**src/rtl/jtag_pkg.sv**
```systemverilog
// Shared JTAG constants: instruction opcodes, IDCODE value, DR select type and
// the TAP state encoding also used by state_decoder.
package jtag_pkg;

  localparam int JTAG_IR_WIDTH = 4;

  localparam logic [JTAG_IR_WIDTH-1:0] OP_IDCODE = 4'b0001;
  localparam logic [JTAG_IR_WIDTH-1:0] OP_USER   = 4'b0010;
  localparam logic [JTAG_IR_WIDTH-1:0] OP_BYPASS = 4'b1111;

  localparam logic [31:0] JTAG_IDCODE_VAL = 32'h1234_5001;

  // IEEE 1149.1 TAP state encoding
  localparam logic [3:0] TAP_TLR       = 4'hF;
  localparam logic [3:0] TAP_RTI       = 4'hC;
  localparam logic [3:0] TAP_SEL_DR    = 4'h7;
  localparam logic [3:0] TAP_CAP_DR    = 4'h6;
  localparam logic [3:0] TAP_SHIFT_DR  = 4'h2;
  localparam logic [3:0] TAP_EXIT1_DR  = 4'h1;
  localparam logic [3:0] TAP_PAUSE_DR  = 4'h3;
  localparam logic [3:0] TAP_EXIT2_DR  = 4'h0;
  localparam logic [3:0] TAP_UPD_DR    = 4'h5;
  localparam logic [3:0] TAP_SEL_IR    = 4'h4;
  localparam logic [3:0] TAP_CAP_IR    = 4'hE;
  localparam logic [3:0] TAP_SHIFT_IR  = 4'hA;
  localparam logic [3:0] TAP_EXIT1_IR  = 4'h9;
  localparam logic [3:0] TAP_PAUSE_IR  = 4'hB;
  localparam logic [3:0] TAP_EXIT2_IR  = 4'h8;
  localparam logic [3:0] TAP_UPD_IR    = 4'hD;

  typedef enum logic [1:0] {
    DR_BYPASS = 2'd0,
    DR_IDCODE = 2'd1,
    DR_USER   = 2'd2
  } dr_sel_e;

endpackage

```
**src/rtl/jtag_shift_chain_if.sv**
```systemverilog
// Decoded TAP strobes, TDI and user data into the shift chain; committed IR,
// user DR and TDO back out. master = TAP/decoder side, slave = shift chain.
interface jtag_shift_chain_if #(
  parameter int DEFAULT  = 32,
  parameter int IR_WIDTH = 4
);
  logic                tck_en;
  logic                tdi;
  logic                tlr;
  logic                capture_ir;
  logic                shift_ir;
  logic                update_ir;
  logic                capture_dr;
  logic                shift_dr;
  logic                update_dr;
  logic [DEFAULT-1:0]  user_capture;
  logic [IR_WIDTH-1:0] ir;
  logic [DEFAULT-1:0]  user_dr;
  logic                user_dr_valid;
  logic                tdo;
  logic                tdo_oe;

  modport master (
    output tck_en, tdi, tlr, capture_ir, shift_ir, update_ir,
           capture_dr, shift_dr, update_dr, user_capture,
    input  ir, user_dr, user_dr_valid, tdo, tdo_oe
  );

  modport slave (
    input  tck_en, tdi, tlr, capture_ir, shift_ir, update_ir,
           capture_dr, shift_dr, update_dr, user_capture,
    output ir, user_dr, user_dr_valid, tdo, tdo_oe
  );
endinterface

```
**src/rtl/jtag_shift_reg.sv**
```systemverilog
// Generic JTAG capture/shift register, LSB shifts out first, TDI enters at MSB.
// Updates one clk after an enabled strobe; capture wins over shift.
module jtag_shift_reg #(
  parameter int W = 4
) (
  input  logic         clk,
  input  logic         rst,
  input  logic         en,
  input  logic         capture,
  input  logic         shift,
  input  logic [W-1:0] cap_val,
  input  logic         tdi,
  output logic [W-1:0] q,
  output logic         lsb
);

  logic [W-1:0] q_q, q_d, shifted;

  generate
    if (W == 1) begin : g_one
      assign shifted = tdi;
    end else begin : g_wide
      assign shifted = {tdi, q_q[W-1:1]};
    end
  endgenerate

  always_comb begin
    q_d = q_q;
    if (en) begin
      if (capture) q_d = cap_val;
      else if (shift) q_d = shifted;
    end
  end

  always_ff @(posedge clk) begin
    if (rst) q_q <= '0;
    else     q_q <= q_d;
  end

  assign q   = q_q;
  assign lsb = q_q[0];

endmodule

```
**src/rtl/jtag_shift_chain.sv**
```systemverilog
// JTAG IR / BYPASS / IDCODE / USER register chain driven by decoded TAP strobes.
// Registers step only on tck_en clks; tdo/tdo_oe are combinational, no backpressure.
module jtag_shift_chain
  import jtag_pkg::*;
#(
  parameter int                  DEFAULT      = 32,
  parameter int                  IR_WIDTH     = JTAG_IR_WIDTH,
  parameter logic [31:0]         IDCODE_VAL   = JTAG_IDCODE_VAL,
  parameter logic [IR_WIDTH-1:0] INSTR_IDCODE = OP_IDCODE,
  parameter logic [IR_WIDTH-1:0] INSTR_USER   = OP_USER
) (
  input logic               clk,
  input logic               rst,
  jtag_shift_chain_if.slave bus
);

  localparam logic [IR_WIDTH-1:0] IR_CAPTURE = IR_WIDTH'(1);

  logic do_tlr, do_uir, do_cir, do_sir, do_udr, do_cdr, do_sdr;
  logic [IR_WIDTH-1:0] ir_sr;
  logic                ir_lsb;
  logic [31:0]         id_q_unused;
  logic                id_lsb;
  logic [DEFAULT-1:0]  user_sr;
  logic                user_lsb;
  dr_sel_e             sel;

  logic [IR_WIDTH-1:0] ir_q, ir_d;
  logic                byp_q, byp_d;
  logic [DEFAULT-1:0]  udr_q, udr_d;
  logic                vld_q, vld_d;
  logic                tdo_d;

  // Resolve overlapping strobes into a one-hot set by fixed priority.
  assign do_tlr = bus.tlr;
  assign do_uir = ~do_tlr & bus.update_ir;
  assign do_cir = ~do_tlr & ~bus.update_ir & bus.capture_ir;
  assign do_sir = ~do_tlr & ~bus.update_ir & ~bus.capture_ir & bus.shift_ir;
  assign do_udr = ~do_tlr & ~bus.update_ir & ~bus.capture_ir & ~bus.shift_ir & bus.update_dr;
  assign do_cdr = ~do_tlr & ~bus.update_ir & ~bus.capture_ir & ~bus.shift_ir & ~bus.update_dr
                & bus.capture_dr;
  assign do_sdr = ~do_tlr & ~bus.update_ir & ~bus.capture_ir & ~bus.shift_ir & ~bus.update_dr
                & ~bus.capture_dr & bus.shift_dr;

  always_comb begin
    if (ir_q == INSTR_IDCODE)    sel = DR_IDCODE;
    else if (ir_q == INSTR_USER) sel = DR_USER;
    else                         sel = DR_BYPASS;
  end

  jtag_shift_reg #(.W(IR_WIDTH)) u_ir (
    .clk     (clk),
    .rst     (rst),
    .en      (bus.tck_en),
    .capture (do_tlr | do_cir),
    .shift   (do_sir),
    .cap_val (do_tlr ? '0 : IR_CAPTURE),
    .tdi     (bus.tdi),
    .q       (ir_sr),
    .lsb     (ir_lsb)
  );

  jtag_shift_reg #(.W(32)) u_idcode (
    .clk     (clk),
    .rst     (rst),
    .en      (bus.tck_en),
    .capture (do_tlr | (do_cdr & (sel == DR_IDCODE))),
    .shift   (do_sdr & (sel == DR_IDCODE)),
    .cap_val (do_tlr ? 32'd0 : IDCODE_VAL),
    .tdi     (bus.tdi),
    .q       (id_q_unused),
    .lsb     (id_lsb)
  );

  jtag_shift_reg #(.W(DEFAULT)) u_user (
    .clk     (clk),
    .rst     (rst),
    .en      (bus.tck_en),
    .capture (do_tlr | (do_cdr & (sel == DR_USER))),
    .shift   (do_sdr & (sel == DR_USER)),
    .cap_val (do_tlr ? '0 : bus.user_capture),
    .tdi     (bus.tdi),
    .q       (user_sr),
    .lsb     (user_lsb)
  );

  // TLR restores the reset instruction but deliberately keeps user_dr.
  always_comb begin
    ir_d  = ir_q;
    byp_d = byp_q;
    udr_d = udr_q;
    vld_d = 1'b0;
    if (bus.tck_en) begin
      if (do_tlr) begin
        ir_d  = INSTR_IDCODE;
        byp_d = 1'b0;
      end else if (do_uir) begin
        ir_d = ir_sr;
      end else if (do_udr && sel == DR_USER) begin
        udr_d = user_sr;
        vld_d = 1'b1;
      end else if (do_cdr && sel == DR_BYPASS) begin
        byp_d = 1'b0;
      end else if (do_sdr && sel == DR_BYPASS) begin
        byp_d = bus.tdi;
      end
    end
  end

  always_ff @(posedge clk) begin
    if (rst) begin
      ir_q  <= INSTR_IDCODE;
      byp_q <= 1'b0;
      udr_q <= '0;
      vld_q <= 1'b0;
    end else begin
      ir_q  <= ir_d;
      byp_q <= byp_d;
      udr_q <= udr_d;
      vld_q <= vld_d;
    end
  end

  always_comb begin
    tdo_d = 1'b0;
    if (bus.shift_ir) begin
      tdo_d = ir_lsb;
    end else if (bus.shift_dr) begin
      case (sel)
        DR_IDCODE: tdo_d = id_lsb;
        DR_USER:   tdo_d = user_lsb;
        default:   tdo_d = byp_q;
      endcase
    end
  end

  assign bus.ir            = ir_q;
  assign bus.user_dr       = udr_q;
  assign bus.user_dr_valid = vld_q;
  assign bus.tdo           = tdo_d;
  assign bus.tdo_oe        = bus.shift_ir | bus.shift_dr;

endmodule

```
**src/flat_wrapper.sv**
```systemverilog
// flat-port wrapper written by rule: the top's interface ports become plain ports
module jtag_shift_chain_flat import jtag_pkg::*;
#(
  parameter int                  DEFAULT      = 32,
  parameter int                  IR_WIDTH     = JTAG_IR_WIDTH,
  parameter logic [31:0]         IDCODE_VAL   = JTAG_IDCODE_VAL,
  parameter logic [IR_WIDTH-1:0] INSTR_IDCODE = OP_IDCODE,
  parameter logic [IR_WIDTH-1:0] INSTR_USER   = OP_USER
)
  (clk, rst, bus_tck_en, bus_tdi, bus_tlr, bus_capture_ir, bus_shift_ir, bus_update_ir, bus_capture_dr, bus_shift_dr, bus_update_dr, bus_user_capture, bus_ir, bus_user_dr, bus_user_dr_valid, bus_tdo, bus_tdo_oe);
  jtag_shift_chain_if #(.DEFAULT(DEFAULT), .IR_WIDTH(IR_WIDTH)) bus_i ();
  input logic clk;
  input logic rst;
  input wire logic [$bits(bus_i.tck_en)-1:0] bus_tck_en;
  input wire logic [$bits(bus_i.tdi)-1:0] bus_tdi;
  input wire logic [$bits(bus_i.tlr)-1:0] bus_tlr;
  input wire logic [$bits(bus_i.capture_ir)-1:0] bus_capture_ir;
  input wire logic [$bits(bus_i.shift_ir)-1:0] bus_shift_ir;
  input wire logic [$bits(bus_i.update_ir)-1:0] bus_update_ir;
  input wire logic [$bits(bus_i.capture_dr)-1:0] bus_capture_dr;
  input wire logic [$bits(bus_i.shift_dr)-1:0] bus_shift_dr;
  input wire logic [$bits(bus_i.update_dr)-1:0] bus_update_dr;
  input wire logic [$bits(bus_i.user_capture)-1:0] bus_user_capture;
  output wire logic [$bits(bus_i.ir)-1:0] bus_ir;
  output wire logic [$bits(bus_i.user_dr)-1:0] bus_user_dr;
  output wire logic [$bits(bus_i.user_dr_valid)-1:0] bus_user_dr_valid;
  output wire logic [$bits(bus_i.tdo)-1:0] bus_tdo;
  output wire logic [$bits(bus_i.tdo_oe)-1:0] bus_tdo_oe;
  assign bus_i.tck_en = bus_tck_en;
  assign bus_i.tdi = bus_tdi;
  assign bus_i.tlr = bus_tlr;
  assign bus_i.capture_ir = bus_capture_ir;
  assign bus_i.shift_ir = bus_shift_ir;
  assign bus_i.update_ir = bus_update_ir;
  assign bus_i.capture_dr = bus_capture_dr;
  assign bus_i.shift_dr = bus_shift_dr;
  assign bus_i.update_dr = bus_update_dr;
  assign bus_i.user_capture = bus_user_capture;
  assign bus_ir = bus_i.ir;
  assign bus_user_dr = bus_i.user_dr;
  assign bus_user_dr_valid = bus_i.user_dr_valid;
  assign bus_tdo = bus_i.tdo;
  assign bus_tdo_oe = bus_i.tdo_oe;
  jtag_shift_chain #(.DEFAULT(DEFAULT), .IR_WIDTH(IR_WIDTH), .IDCODE_VAL(IDCODE_VAL), .INSTR_IDCODE(INSTR_IDCODE), .INSTR_USER(INSTR_USER)) u_core (.clk(clk), .rst(rst), .bus(bus_i));
endmodule
```
**config.mk**
```make
export PLATFORM = sky130hd
export DESIGN_NAME = jtag_shift_chain_flat
export DESIGN_NICKNAME = d
export VERILOG_FILES = /design/src/rtl/jtag_pkg.sv /design/src/rtl/jtag_shift_chain_if.sv /design/src/rtl/jtag_shift_reg.sv /design/src/rtl/jtag_shift_chain.sv /design/src/flat_wrapper.sv
export SDC_FILE = /design/constraint.sdc
export NUM_CORES = 1
export LEC_CHECK = 0
export CORE_UTILIZATION = 35
export CTS_BUF_LIST = sky130_fd_sc_hd__clkbuf_4
export DETAILED_ROUTE_END_ITERATION = 10
export DONT_BUFFER_PORTS = 1
export PLACE_DENSITY = 0.46
export SYNTH_ARGS = -nofsm -noshare
export SYNTH_HDL_FRONTEND = slang
export SYNTH_SLANG_ARGS = --single-unit
```
**constraint.sdc**
```tcl
create_clock -name clk -period 2.56 [get_ports clk]
set_input_delay 0.512 -clock clk [delete_from_list [all_inputs] [get_ports clk]]
set_output_delay 0.512 -clock clk [all_outputs]
set_load 0.02 [all_outputs]
```
### Yosys cells after proc, flatten, opt, wreduce, memory -nomap -nowiden

Cells that the tools add are included.

| storage, ports and cells | value |
|---|---|
| logic and storage cells | 78 |
| input bits | 43 |
| flip-flop bits (word level) | 106 |
| output and inout bits | 39 |

| cells by class | value |
|---|---|
| multiplexer cells | 22 |
| reduce and logical (&&, ||, !) cells | 16 |
| equal/unequal tests | 6 |
| bitwise gates (word level) | 27 |

Operator list:

| cell | number |
|---|---|
| $mux W32 | 5 |
| $mux W29 | 1 |
| $mux W4 | 4 |
| $and A1 B1 Y1 | 15 |
| $mux W1 | 9 |
| $not A1 Y1 | 8 |
| $reduce_and A2 Y1 | 4 |
| $reduce_and A4 Y1 | 2 |
| $reduce_bool A2 Y1 | 4 |
| $eq A4 B1 Y1 const B | 1 |
| $eq A4 B2 Y1 const B | 1 |
| $mux W2 | 2 |
| $ne A2 B2 Y1 const B | 2 |
| $or A1 B1 Y1 | 4 |
| $reduce_or A4 Y1 | 1 |
| $logic_and A1 B1 Y1 | 3 |
| $reduce_bool A3 Y1 | 1 |
| $eq A2 B1 Y1 const B | 1 |
| $eq A2 B2 Y1 const B | 1 |
| $logic_not A2 Y1 | 1 |
| $pmux W1 S2 | 1 |

### Logic depth before layout (Yosys ltp)

| depth | value |
|---|---|
| depth after elaboration | 13 |
| mapped depth | 6 |
| depth with buffers taken out | 4 |

### Cells and area by module

From an unflattened synthesis, not the netlist that was laid out.

| second synthesis, totals | value |
|---|---|
| cells, all modules | 545 |
| area, all modules | 5642.9 um^2 |

Modules (own cells, without submodules):

| module | cells an instance | instances | area each (um^2) | sequential area each (um^2) |
|---|---|---|---|---|
| jtag_shift_reg (u_core.u_idcode ...) | 148 | 2 | 1861.8 | 640.6 |
| jtag_shift_chain | 230 | 1 | 1720.4 | 760.7 |
| jtag_shift_reg (u_core.u_ir) | 19 | 1 | 198.9 | 80.1 |

### Worst setup path before layout

No wires, ideal clock.

| timing | value |
|---|---|
| path type | input -> register |
| start | input bus_tlr |
| end | register u_core.u_idcode.q_q[22] (netlist: u_core.u_idcode.q[22]) |
| setup time | 69 ps |
| path buffers | 1 |
| data required time | 2491 ps |
| path slack | 548 ps |
| data arrival time | 1943 ps |
| stages on the path | 5 |
| path through | or4_4 > o41ai_4 > buf_2 > nand3_1 > o21ai_1 |

| between the ends | value |
|---|---|
| longest elaborated chain between the ends | 10 |
| elaborated cells between the ends (all ways) | 14 |
| classes of those cells | mux: 1; bitwise: 11; reduce/logical: 2 |

RTL lines:

| what | line | source |
|---|---|---|
| start: declaration | flat_wrapper.sv:16 | `input wire logic [$bits(bus_i.tlr)-1:0] bus_tlr;` |
| $not A1 Y1 | jtag_shift_chain.sv:40, jtag_shift_chain.sv:42 |  |
| $and A1 B1 Y1 (4 in a row) | jtag_shift_chain.sv:40, jtag_shift_chain.sv:42 |  |
| $and A1 B1 Y1, on equally long branches | jtag_shift_chain.sv:41, jtag_shift_chain.sv:43 |  |
| $and A1 B1 Y1, on equally long branches | jtag_shift_chain.sv:67, jtag_shift_chain.sv:43 |  |
| $or A1 B1 Y1 / $and A1 B1 Y1 (equally long branches) | jtag_shift_chain.sv:67, jtag_shift_chain.sv:68 |  |
| $reduce_bool A2 Y1 (no source line) | n/a |  |
| $reduce_and A2 Y1 (no source line) | n/a |  |
| end signal: assignment | jtag_shift_reg.sv:37 | `else q_q <= q_d;` |
| end: declaration | jtag_shift_reg.sv:17 | `logic [W-1:0] q_q, q_d, shifted;` |

Parallel ways exist; a longest one is shown, timed or not.
A chain may end at the register's enable or synchronous reset.

### Final worst setup path

| timing | value |
|---|---|
| start | register u_core.ir_q[3] (netlist: u_core.bus.ir[3]) |
| end | output bus_tdo |

| between the ends | value |
|---|---|
| longest elaborated chain between the ends | 7 |
| elaborated cells between the ends (all ways) | 9 |
| classes of those cells | eq/ne: 4; mux: 5 |

RTL lines:

| what | line | source |
|---|---|---|
| start: declaration | jtag_shift_chain.sv:28 | `logic [IR_WIDTH-1:0] ir_q, ir_d;` |
| start signal: assignment | jtag_shift_chain.sv:117 | `ir_q <= ir_d;` |
| $eq A4 B2 Y1 | jtag_shift_chain.sv:47 | `else if (ir_q == INSTR_USER) sel = DR_USER;` |
| $mux W2 | jtag_shift_chain.sv:47 |  |
| $mux W2 (*) | jtag_shift_chain.sv:46 | `if (ir_q == INSTR_IDCODE) sel = DR_IDCODE;` |
| $eq A2 B2 Y1 / $eq A2 B1 Y1 (equally long branches) | jtag_shift_chain.sv:129 | `case (sel)` |
| $pmux W1 S2 (*) | jtag_shift_chain.sv:129 |  |
| $mux W1 (*) | jtag_shift_chain.sv:128 | `end else if (bus.shift_dr) begin` |
| $mux W1 (*) | jtag_shift_chain.sv:126 | `if (bus.shift_ir) begin` |
| end: declaration | flat_wrapper.sv:27 | `output wire logic [$bits(bus_i.tdo)-1:0] bus_tdo;` |

Every way passes the cells marked *; elsewhere a longest branch is shown, timed or not.

==> metrics.md <==
| Metric | Value |
|---|---|
| Vias | `3,101` |
| Flop pwr share | `62.0%` |
| Type of the worst setup path | `flip-flop to primary output` |
| CTS sink count | `approximately 110` |
| Launch point of the worst path | `u_core.bus.ir[3]` |
| CP delay by family, top | `flip-flops` |
| Reg2Reg Depth | `5` |
| Tightest Hold Check Type | `input port to flip-flop` |
| Slowest CP cell | `dfxtp_2` |
| Post-CTS Hold Fix Bufs | `0` |
| Top-area cell type share of the netlist area | `between 50 and 60%` |
| Non-filler cells, final | `approximately 580` |
| Overflow after GRT | `0` |
| Layout cells sized above 1 | `9.339%` |
| Max rail drop VDD | `between 0.0002 and 0.0003 V` |
| Failing checks | `design-rule violations` |
| Mapped Area | `4164 um2` |
| Most frequent cells in the layout | `dfxtp_1 (102), nand2_1 (73), a21oi_1 (48)` |
| Die area | `12,340 um2` |
| Final GP Congestion | `between 0.7 and 0.8` |
| Tot GR Track Use | `about 16%` |
| Synthesized area per cell | `a little over 9 um2` |
| Synth area leaders | `dfxtp_1 (51%), o2bb2ai_1 (8.6%), mux2i_1 (7.7%)` |
| NumNets Final | `around 480` |
| Num CTS Buffers | `9` |
| H-tree Lvls | `3` |
| Sequential share of the synthesized area | `50.96%` |
| Actual slew at the worst max-slew pin | `between 0.7 and 0.8 ns` |
| Routed WL | `around 9.7 mm` |
| Arrival time at the worst endpoint | `between 1.5 and 2 ns` |
| Worst EP required | `2.05 ns` |
| Clock Latency Late Sink | `about 0.44 ns` |
| Comb power frac | `4.1%` |
| Chip Height | `about 110 um` |
| Total Negative Setup Slacks | `0 ns` |
| Initial antenna violation count | `0` |
| Largest net degree at the start of global routing | `69` |
| Setup violators final | `0` |
| WL per Instance | `roughly 17 um` |
| TritonCTS clock tree | `built` |
| Async SR Flop Fraction | `0%` |
| P_int | `a little over 2000 uW` |
| Maximum root-to-sink buffer count | `2` |
| Crit. End Element | `primary output` |
| Final Cell Area | `between 4000 and 5000 um2` |
| Post-Place Worst Slack | `0.4749 ns` |
| Starting Density | `between 30% and 40%` |
| Status | `finished, violations left` |
| Root Buffer | `clkbuf_4` |
| Worst Hold Depth | `1` |
| Max cap viols | `0` |
| EDFF count, synth | `0` |
| Crit path launch type | `flip-flop` |
| Bufs and invs on worst path | `2` |
| RSZ-0062 raised after global routing | `no` |
| Clk pin slew, worst setup/hold paths | `between 0.15 and 0.2 ns` |
| Fmax | `~420 MHz` |
| Core area | `roughly 12,000 um2` |
| Area Growth Syn to Fin | `7.061%` |
| Most used cell, CP | `buf_4` |
| Area after DPL | `4287 um2` |
| Critical path peak fanout | `5` |
| R2r startpoint | `u_core.bus.ir[3]` |
| Sw Share | `between 20% and 30%` |
| PortBufs | `0` |
| Clock skew | `0.01560 ns` |
| Synthesized flop and latch total | `around 110` |
| Critical Path Stages | `6` |
| PwrDens | `599.2 nW/um2` |
| Detailed Route Iter0 Violations | `200` |
| Final Hold Fails | `0` |
| Top_reg_cell synth | `dfxtp_1` |
| I/O pins | `82` |
| Worst hold endpoint | `u_core.bus.ir[3]` |
| Slack of the critical path | `around 0.20 ns` |
| Cell taking the most area after synthesis | `dfxtp_1` |
| First-pass DRT Iterations | `7` |
| DRC violations left | `16` |
| Lkg Pwr | `between 0.001 and 0.0015 uW` |
| Syn_nets | `492` |
| Num rows | `39` |
| DP HPWL | `~6 mm` |
| Synth warnings | `0` |
| Vias in the first global route | `3,091` |
| CP cell instances | `nor4b_2, buf_4, nor2_1, nand2_1, a21oi_1, buf_4` |
| Cells after synthesis | `~450` |
| Slew Viols, Final | `0` |
| Power Total | `about 2700 uW` |
| Diode count | `0` |
| First-pass GRT wire length | `between 15 and 20 mm` |
| Slew headroom | `47.46%` |
| Clk network pwr share | `around 34%` |
| Commonest non-fill, non-tap cell in the layout | `dfxtp_1` |
| Max incr delay on CP | `between 0.5 and 0.6 ns` |
| Routed vias/inst | `5.328` |
| P_sw | `645.4 uW` |
| Placed Cells incl. Taps | `approximately 570` |
| Final period util | `between 90% and 100%` |
| FF-to-FF setup slack | `around 0.61 ns` |
| Hold path startpoint | `rst` |
| Final Critical Period | `approximately 2.4 ns` |
| Reg-to-reg endpoint | `u_core.u_idcode.q[6]` |
| Die Width | `roughly 110 um` |
| Antenna viol nets, final | `0` |
| Yosys cell types | `36` |
cell families (layout without fill, tap and decap cells):
logic type	after synthesis	count (layout)	synth area share [%]
buffers and inverters	36	26	3.456
flip-flops	106	106	50.96
AO/OA/AOI/OAI	125	125	19.92
AND/OR/NAND/NOR	150	150	17.97
multiplexers	32	32	7.692
sequential cells by signal, indices dropped and copies added (netlist names):
signal	flops
u_core.u_idcode.q	32
u_core.bus.user_dr_valid	1
u_core.u_ir.q	4
u_core.u_user.q	32
u_core.bus.ir	4
u_core.bus.user_dr	32
u_core.byp_q	1
cells in the mapped netlist, drive strengths merged, types with 2 or more instances:
cell	number
nand3	24
nand2b	24
dfxtp	106
nand4	2
buf	5
or4b	4
nor3	3
a21oi	49
nand2	73
clkbuf	30
nor2b	3
nor4b	2
nor2	8
mux2i	32
o21ai	26
a22oi	3
o2bb2ai	41
power by group through the flow:
stage,Sequential (uW),Combinational (uW),Clock [uW]
floorplan,1690,119,0
global placement,1690,111,0
detailed placement,1690,111,0
CTS,1660,111,948
global route,1660,120,1010
finish,1660,109,905
metal layers:
layer	vias up	track usage, %	wire, um
met1	1473	21.50	4654
met5	-	0	0
met4	0	5.676	53
li1	1562	-	-
met2	62	24.86	4346
met3	4	5.249	636
worst max-delay path by stage:
stage | to | slack [ns]
floorplan | u_core.u_idcode.q[22] | 0.55
global placement | bus_tdo | 0.43
detailed placement | bus_tdo | 0.47
CTS | bus_tdo | 0.01
global route | bus_tdo | 0.009
finish | bus_tdo | 0.20
metrics by stage:
stage / hold slack, ns / util (%)
global route: 0.05524 / 38.71
global placement: 0.4470 / 37.22
CTS: 0.07819 / 38.59
detailed placement: 0.4473 / 37.22
floorplan: 0.4320 / -
finish: 0.1211 / 38.71
cell type report:
cell class                 count  area (um2)
clock buffer                  10       75.07
clock inverter                 6       73.82
fill                        1182        7058
inverter                       1       3.754
multi-input combinational    307        1917
sequential                   106        2130
tap                          143       178.9
timing repair buffer           9       80.08
what timing repair did:
item,4_1_cts,5_1_grt
setup buffers,0,0
pin swaps,0,1
resized for setup,3,4
endpoints found under the setup margin,1,1
No activity file was read; power rests on OpenSTA's default activity.
